===== config.mk =====
export PLATFORM = sky130hd
export DESIGN_NAME = mem_stage_ctrl
export DESIGN_NICKNAME = d
export VERILOG_FILES = /design/src/rtl/mem_stage_ctrl_pkg.sv /design/src/rtl/mem_stage_ctrl_wait_timer.sv /design/src/rtl/mem_stage_ctrl.sv
export SDC_FILE = /design/constraint.sdc
export NUM_CORES = 1
export LEC_CHECK = 0
export ABC_AREA = 1
export CORE_ASPECT_RATIO = 2
export CORE_UTILIZATION = 40
export CTS_CLUSTER_DIAMETER = 60
export DETAILED_ROUTE_END_ITERATION = 6
export DONT_BUFFER_PORTS = 1
export SLEW_MARGIN = 20
export SYNTH_ARGS = -nofsm -noshare
export SYNTH_HDL_FRONTEND = slang
export SYNTH_SLANG_ARGS = --single-unit

===== constraint.sdc =====
create_clock -name clk -period 1.1 [get_ports clk]
set_input_delay 0.275 -clock clk [delete_from_list [all_inputs] [get_ports clk]]
set_output_delay 0.275 -clock clk [all_outputs]
set_load 0.05 [all_outputs]

===== src/rtl/mem_stage_ctrl_pkg.sv =====
// Shared definitions for the memory-stage controller: state encodings,
// timeout default, alignment mask and the latched request record.
package mem_stage_ctrl_pkg;

  localparam logic [2:0] ST_IDLE   = 3'd0;
  localparam logic [2:0] ST_ISSUE  = 3'd1;
  localparam logic [2:0] ST_WAIT   = 3'd2;
  localparam logic [2:0] ST_DONE   = 3'd3;
  localparam logic [2:0] ST_HALTED = 3'd4;
  localparam logic [2:0] ST_ERROR  = 3'd5;

  localparam int          TIMEOUT_DEF = 15;
  localparam logic [15:0] ALIGN_MASK  = 16'h0001;

  typedef enum logic [2:0] {
    IDLE   = ST_IDLE,
    ISSUE  = ST_ISSUE,
    WAIT   = ST_WAIT,
    DONE   = ST_DONE,
    HALTED = ST_HALTED,
    ERROR  = ST_ERROR
  } state_e;

  typedef struct packed {
    logic        write;
    logic [15:0] addr;
    logic [15:0] wdata;
  } mem_req_t;

  function automatic logic misaligned(input logic [15:0] addr);
    return |(addr & ALIGN_MASK);
  endfunction

endpackage


===== src/rtl/mem_stage_ctrl_wait_timer.sv =====
// Clearable up-counter; term flags the cycle in which an enabled count
// reaches LIMIT.
module wait_timer #(
  parameter int LIMIT = 15,
  parameter int W     = $clog2(LIMIT + 1)
) (
  input  logic clk,
  input  logic rst_n,
  input  logic clr,
  input  logic en,
  output logic term
);

  logic [W-1:0] count;

  always_ff @(posedge clk or negedge rst_n) begin
    if (!rst_n)   count <= '0;
    else if (clr) count <= '0;
    else if (en)  count <= count + 1'b1;
  end

  // Compared one below LIMIT so the flag fires in the LIMIT-th enabled cycle.
  assign term = (count == W'(LIMIT - 1));

endmodule


===== src/rtl/mem_stage_ctrl.sv =====
// Memory-stage controller: one handshaked load/store per instruction,
// stalls the pipeline until completion, flags misalignment/timeouts.
module mem_stage_ctrl
  import mem_stage_ctrl_pkg::*;
#(
  parameter int TIMEOUT = TIMEOUT_DEF
) (
  input  logic        clk,
  input  logic        rst,
  input  logic        req_valid,
  input  logic        req_write,
  input  logic [15:0] req_addr,
  input  logic [15:0] req_wdata,
  input  logic        halt,
  output logic        mem_stall,
  output logic        done,
  output logic [15:0] mem_rdata,
  output logic        err,
  output logic        m_rd,
  output logic        m_wr,
  output logic [15:0] m_addr,
  output logic [15:0] m_wdata,
  input  logic        m_busy,
  input  logic        m_rvalid,
  input  logic [15:0] m_rdata
);

  state_e   state, state_nxt;
  mem_req_t req_q;
  logic     latch_en, cap_en, tmr_clr, tmr_en, tmr_term;

  wait_timer #(.LIMIT(TIMEOUT)) u_wait_timer (
    .clk  (clk),
    .rst_n(rst),
    .clr  (tmr_clr),
    .en   (tmr_en),
    .term (tmr_term)
  );

  always_ff @(posedge clk or negedge rst) begin
    if (!rst) begin
      state     <= IDLE;
      req_q     <= '0;
      mem_rdata <= '0;
    end else begin
      state <= state_nxt;
      if (latch_en) req_q     <= '{write: req_write, addr: req_addr, wdata: req_wdata};
      if (cap_en)   mem_rdata <= m_rdata;
    end
  end

  always_comb begin
    state_nxt = state;
    mem_stall = 1'b0;
    done      = 1'b0;
    err       = 1'b0;
    m_rd      = 1'b0;
    m_wr      = 1'b0;
    latch_en  = 1'b0;
    cap_en    = 1'b0;
    tmr_clr   = 1'b0;
    tmr_en    = 1'b0;
    case (state)
      IDLE: begin
        // A request outranks halt; the HALT occupancy itself carries no access.
        if (req_valid) begin
          if (misaligned(req_addr)) begin
            state_nxt = ERROR;
          end else begin
            mem_stall = 1'b1;
            latch_en  = 1'b1;
            state_nxt = ISSUE;
          end
        end else if (halt) begin
          state_nxt = HALTED;
        end
      end
      ISSUE: begin
        mem_stall = 1'b1;
        m_rd      = ~req_q.write;
        m_wr      = req_q.write;
        if (!m_busy) begin
          tmr_clr   = 1'b1;
          state_nxt = req_q.write ? DONE : WAIT;
        end
      end
      WAIT: begin
        mem_stall = 1'b1;
        tmr_en    = 1'b1;
        // Returned data wins over a timeout in the same cycle.
        if (m_rvalid) begin
          cap_en    = 1'b1;
          state_nxt = DONE;
        end else if (tmr_term) begin
          state_nxt = ERROR;
        end
      end
      DONE: begin
        done      = 1'b1;
        state_nxt = IDLE;
      end
      HALTED: state_nxt = HALTED;
      ERROR:  err = 1'b1;
      default: state_nxt = IDLE;
    endcase
  end

  assign m_addr  = req_q.addr;
  assign m_wdata = req_q.wdata;

endmodule


==> results of run 1 <==
-- critical path, cell delays in order, from the launching register on --
cell and delay (ns):
dfrtp_2 0.46, nor2_2 0.17, nand4_4 0.16, nand3_4 0.20
-- metal layers --
layer | vias to the layer above | track usage, %
met5 | - | 0
met1 | 868 | 16.9
met2 | 69 | 28.4
met4 | 0 | 11.1
li1 | 889 | -
met3 | 12 | 3.65
-- area by class of cell --
cell class              instances  area, um2
fillers                       615       3220
clock buffers                   7        153
flip-flops and latches         56       1460
repair inverters                1       16.3
well taps                      86        108
repair buffers                 26        300
multi-input cells             196        967
inverters                      17       81.3
-- cells by family after synthesis --
kind of cell             Yosys count  synth area share (%)
buffers and inverters             57                  14.1
AND/OR/NAND/NOR                  182                  29.0
AO/OA/AOI/OAI                      9                  1.87
flip-flops                        56                  53.7
XOR/XNOR                           1                 0.336
adder cells (fa/ha/maj)            2                 0.959
-- worst paths after layout --
| kind | end | slack (ns) | depth (start not counted) |
|---|---|---|---|
| worst min register to register | u_wait_timer.count[3]$_DFFE_PN0P_ | 0.55 | 2 |
| max in group asynchronous | m_wdata[13]$_DFFE_PN0P_ | 1.30 | 0 |
| worst min-delay path | m_addr[3]$_DFFE_PN0P_ | -0.33 | 0 |
| worst max-delay path | mem_stall | -0.45 | 3 |
| min in group clk | m_addr[2]$_DFFE_PN0P_ | 0.09 | 2 |
| worst max register to register | state[1]$_DFFE_PN0P_ | -0.33 | 9 |
-- sequential cells by signal, summed over array words and instances, names as in the netlist --
name and count:
u_wait_timer.count 4, state 3, req_q 1, m_addr 16, mem_rdata 16, m_wdata 16
-- cells in the mapped netlist, types with 2 or more instances --
master   number  area [um2]
a21oi_1       3        15.0
buf_2         3        15.0
buf_4        36         270
dfrtp_1      56        1400
ha_1          2        25.0
inv_1        12        45.0
inv_2         3        11.3
nand2_1     153         574
nand3_1      10        50.1
nor2_1       10        37.5
nor2_2        2        12.5
o21ai_0       5        25.0
-- stage by stage --
step	cell area, um2	utilization (%)	std cells	setup TNS [ns]	total power (uW)
2_1_floorplan	2680	-	307	-3.07	8990
5_1_grt	3090	48.9	389	-20.82	12000
6_report	3090	48.9	389	-16.28	11400
4_1_cts	3030	48.0	385	-11.36	11300
3_3_place_gp	2700	42.8	372	-7.27	9140
3_5_place_dp	2700	42.8	372	-8.56	9210
-- cell usage in the layout (no fill, tap or decap), types with 5 or more instances in the layout --
cell	n
buf_12	6
nand2_1	150
dfrtp_1	9
clkbuf_16	5
buf_4	12
nand3_1	8
dfrtp_2	47
buf_6	8
inv_1	12
nor2_4	5
-- what timing repair did --
| item | 4_1_cts | 5_1_grt |
|---|---|---|
| hold endpoints to repair | 56 | 56 |
| buffers inserted | 3 | 4 |
| resized for setup | 63 | 9 |
| endpoints found under the setup margin | 109 | 107 |
| gates cloned | 3 | 0 |
| pin swaps | 7 | 4 |
-- power by group --
group          switching, uW  leakage [uW]  total (uW)  internal [uW]
sequential              3340      0.000649        6440           3090
clock                    668     0.0000760        1620            956
combinational           1900      0.000807        3300           1400
total                   5910       0.00153       11400           5450
==> flow_summary_export.csv, run 1 <==
group,metric,value,unit
run_status,outcome,"complete, but fails checks",
run_status,violations,"hold timing, setup timing",
cts,cts_tree,"done",
place,dp_slack,-0.183,ns
yosys,synth.yosys.seq_area_share,53.7,%
detailed_routing,route.met2.wl,3010,um
cells_and_area,antennaDiodeCount,0,
setup_path,crit_type,"reg2out",
timing,worstMarginPinSlew,0.283,ns
setup_path,cp-end-kind,"output port",
power,p_leak,0.00153,uW
cts,clockBufferDepth,2,
hold_path,hold_class,"in2async",
floorplanning,dieArea,0.00687,mm2
place,hpwl,3740,um
detailed_routing,drt-total-wl,5500,um
floorplanning,die_h,116,um
global_routing,grt_pass1_wl,8370,um
cts,clk_latency,0.29,ns
floorplanning,row_count,41,
yosys,yosys_warnings,0,
yosys,syn-num-nets,364,
cts,clock_tree.htree_level_count,2,
timing,max_freq,644,MHz
global_routing,overflow,0,
yosys,ys_ff_latch,56,
timing,hold_ws,-0.326,ns
yosys,syn_area,0.00261,mm2
timing,period_share,141,%
yosys,synth_ff_type,"dfrtp_1",
floorplanning,pin_count,108,
timing,skew,0.00628,ns
cells_and_area,area_growth,18.3,%
timing,setup_ws,-0.452,ns
setup_path,crit_arrival,1.28,ns
setup_path,crit_start,"state[1]$_DFFE_PN0P_",
yosys,synth-edff-count,0,
floorplanning,start_util,41.3,%
timing,period_needed,1.55,ns
place,io_buffer_count,0,
yosys,netlist_instances,307,
timing,max_slew_margin,81.1,%
detailed_routing,wl_met1,2080,um
run,maxCapViolations,0,
global_routing,grt_pass1_vias,1794,
detailed_routing,routed-via-count,1838,
timing,slew_violations,0,
global_routing,antenna_found_initial,0,
detailed_routing,drt_iter0_markers,87,
floorplanning,die_x,59.1,um
timing,rsz0062_at_grt,"yes",
power,vdd_drop_max,1.47,mV
detailed_routing,ant_nets,0,
detailed_routing,drt-wirelength-per-cell,14.1,um
detailed_routing,met3WireLength,250,um
power,p_per_area,3680,mW/mm2
setup_path,path_max_fanout,4,
timing,hold_violations,56,
global_routing,grt_start_max_net_pins,57,
setup_path,crit_required,0.82,ns
global_routing,grt_util_all_layers,16.3,%
cts,cts_inserted_buffers,5,
setup_path,r2r_start,"state[0]$_DFFE_PN0P_",
cts,clk_pin_slew,0.07,ns
cts,clock_sinks,56,
cts,cts-root-buf,"clkbuf_16",
detailed_routing,via_per_inst,4.72,
setup_path,critPathLaunchType,"register",
cells_and_area,drive_above_1_share,36.3,%
detailed_routing,first_pass_iters,4,
yosys,ys_types,24,
floorplanning,core_area,0.00631,mm2
yosys,avgSynthCellArea,8.50,um2
cells_and_area,finalNetCount,360,
timing,setup_viol,62,
detailed_routing,highest_layer,"met4",
detailed_routing,drc,0,
place,gp_congestion,0.829,
yosys,async_reset_ff_share,100,%
Power figures use the tool's default switching activity.
==> run 2, diff against run 1 <==
--- a/config.mk
+++ b/config.mk
@@ -11,6 +11,7 @@
 export CTS_CLUSTER_DIAMETER = 60
 export DETAILED_ROUTE_END_ITERATION = 6
 export DONT_BUFFER_PORTS = 1
+export SKIP_LAST_GASP = 1
 export SLEW_MARGIN = 20
 export SYNTH_ARGS = -nofsm -noshare
 export SYNTH_HDL_FRONTEND = slang
==> constraint.sdc (replaced) <==
create_clock -name clk -period 1.1 [get_ports clk]
set_input_delay 0.33 -clock clk [delete_from_list [all_inputs] [get_ports clk]]
set_output_delay 0.33 -clock clk [all_outputs]
set_load 0.05 [all_outputs]
==> run 2 against run 1 <==
  * The run still ends with hold timing, setup timing left
  * Global-route usage grew 0.23 points
  * Worst hold slack improved by 0.054 ns
  * First-iteration DRC count decreased by 40%
  * Via count decreased by 0.11%
  * Worst setup slack lost 0.035 ns
  * Design area about the same
  * Count of clock-buffer cells in the layout is 1 lower
  * Die area unchanged
  * Routed wire length increased by 1.4%
  * Critical path depth up 2
  * Clock power grew 9%
  * Critical endpoint is now m_wr
  * Combinational power hardly changed
==> flow_summary_export.csv, run 2 (synthesized netlist as in run 1, its figures left out) <==
group,metric,value,unit
power,p_per_area,3720,mW/mm2
floorplanning,core_area,0.00631,mm2
cells_and_area,stdcell_count,388,
timing,worstMarginPinSlew,0.281,ns
cells_and_area,drive_above_1_share,35.1,%
setup_path,path_cells,"inv_2 > nor2_4 > nand2_4 > nor2_4 > buf_12",
cells_and_area,stdcell_area,0.00309,mm2
cells_and_area,final.fill_count,635,
power,internal-power,5570,uW
setup_path,crit_top_cell,"nor2_4",
cts,cts_tree,"done",
setup_path,path_max_fanout,4,
timing,max_freq,630,MHz
detailed_routing,ant_nets,0,
setup_path,crit_type,"reg2out",
run,maxCapViolations,0,
place,dp_slack,-0.224,ns
timing,setup_ws,-0.488,ns
global_routing,grt_pass1_wl,8400,um
cells_and_area,finalNetCount,358,
cts,cts-root-buf,"clkbuf_16",
cts,clock_sinks,56,
setup_path,worst-path-buf-inv,2,
global_routing,antenna_found_initial,0,
place,gp_congestion,0.776,
setup_path,cp_num_cells,5,
floorplanning,start_util,41.3,%
power,power,11500,uW
cells_and_area,area_growth,18.3,%
detailed_routing,drt-total-wl,5580,um
power,clkPwrFrac,15.4,%
floorplanning,pin_count,108,
cts,clk_pin_slew,0.07,ns
cts,cts_inserted_buffers,5,
cts,clk_latency,0.29,ns
power,p_leak,0.00154,uW
power,seqPwrFrac,56.1,%
floorplanning,row_count,41,
place,hpwl,3840,um
detailed_routing,drt-wirelength-per-cell,14.4,um
timing,rsz0062_at_grt,"yes",
setup_path,worst_path_largest_cell_delay,0.38,ns
cells_and_area,multi_input_area,951,um2
power,swShare,51.5,%
timing,hold_violations,56,
timing,hold_ws,-0.271,ns
place,dp.cells,371,
detailed_routing,wl_met1,2130,um
run_status,violations,"hold timing, setup timing",
setup_path,critical_path.slowest_cell,"dfrtp_1",
cells_and_area,regArea,0.00146,mm2
cts,clockBufferDepth,2,
global_routing,grt_util_all_layers,16.5,%
detailed_routing,met3WireLength,228,um
setup_path,crit_arrival,1.26,ns
setup_path,crit_required,0.77,ns
detailed_routing,route.met2.wl,3040,um
place,io_buffer_count,0,
detailed_routing,routed-via-count,1836,
global_routing,overflow,0,
timing,period_needed,1.59,ns
global_routing,grt_start_max_net_pins,57,
run_status,outcome,"complete, but fails checks",
timing,period_share,144,%
timing,fin_tns_setup,-11.94,ns
detailed_routing,drc,0,
timing,max_slew_margin,81.3,%
detailed_routing,via_per_inst,4.73,
floorplanning,die_x,59.1,um
power,power_frac_comb,28.5,%
power,vdd_drop_max,1.84,mV
cells_and_area,final_common_cell,"nand2_1",
floorplanning,dieArea,0.00687,mm2
power,p_sw,5920,uW
cells_and_area,final_cell_mix,"nand2_1 (152), dfrtp_2 (47), inv_1 (12), buf_4 (12)",
cts,clock_tree.htree_level_count,2,
setup_path,r2r_cells,8,
setup_path,critPathLaunchType,"register",
timing,skew,0.00624,ns
place,placed_area,0.00272,mm2
global_routing,grt_pass1_vias,1695,
timing,slew_violations,0,
detailed_routing,first_pass_iters,4,
detailed_routing,drt_iter0_markers,52,
setup_path,cp-end-kind,"output port",
floorplanning,die_h,116,um
setup_path,crit_family,"flip-flops",
hold_path,hold_class,"in2async",
detailed_routing,highest_layer,"met4",
timing,setup_viol,109,
cells_and_area,antennaDiodeCount,0,
==> run 2: cell types whose count changed in the layout (fill, tap and decap cells not counted), moves of 2 or more <==
cell	delta
buf_12	+3
buf_6	-5
clkbuf_8	-2
nand2_1	+2
nand2_2	-2
o21ai_0	+2
o21ai_1	-2
==> run 2: power groups by stage <==
stage                     clock, uW  combinational, uW  sequential, uW
after floorplan                   0               4630            4350
after global placement            0               2890            6300
after detailed placement          0               2960            6330
after CTS                      1840               3210            6460
after global routing           1900               3570            6560
final                          1770               3280            6450
==> run 2: layout make-up <==
cell class              instances  area share, %
clock buffers                   6           4.18
clock inverters                 2           1.13
inverters                      17           2.72
multi-input cells             196           30.8
flip-flops and latches         56           47.3
well taps                      86           3.49
repair buffers                 24           9.85
repair inverters                1          0.527
==> run 2: final timing paths <==
kind / from / end / slack (ns)
min in group clk: req_wdata[14] / m_wdata[14]$_DFFE_PN0P_ / 0.15
setup reg to reg: state[0]$_DFFE_PN0P_ / state[1]$_DFFE_PN0P_ / -0.27
max in group asynchronous: rst / m_addr[11]$_DFFE_PN0P_ / 1.25
hold / removal: rst / m_addr[3]$_DFFE_PN0P_ / -0.27
setup / recovery: state[0]$_DFFE_PN0P_ / m_wr / -0.49
hold reg to reg: u_wait_timer.count[3]$_DFFE_PN0P_ / u_wait_timer.count[3]$_DFFE_PN0P_ / 0.53
==> run 2: worst reg2reg max path: stages, from the launching register on <==
cell and delay (ns):
dfrtp_1 0.40, inv_2 0.14, buf_12 0.13, nand2_4 0.08, nor2_8 0.18, nand2_8 0.12, nand2_1 0.08, nand3_1 0.07
nand2_1 0.10
==> run 2: repair_timing <==
action                     in CTS  in global routing
setup endpoints to repair     109                109
resized for setup              58                  4
gates cloned                    3                  0
setup buffers                   4                  2
hold endpoints to repair       56                 56
pin swaps                       9                  1
==> run 2: metal layers <==
metal  vias to the layer above  global-route usage (%)
met2                        65                    28.7
met4                         0                    9.21
met5                         -                       0
met3                        11                    3.77
li1                        888                       -
met1                       872                    18.1
==> run 2: through the flow <==
step	util (%)	hold WS, ns
finish	48.9	-0.271
global route	48.9	-0.289
CTS	48.5	-0.279
detailed placement	43.1	0.0361
global placement	43.1	0.0359
floorplan	-	0.0344
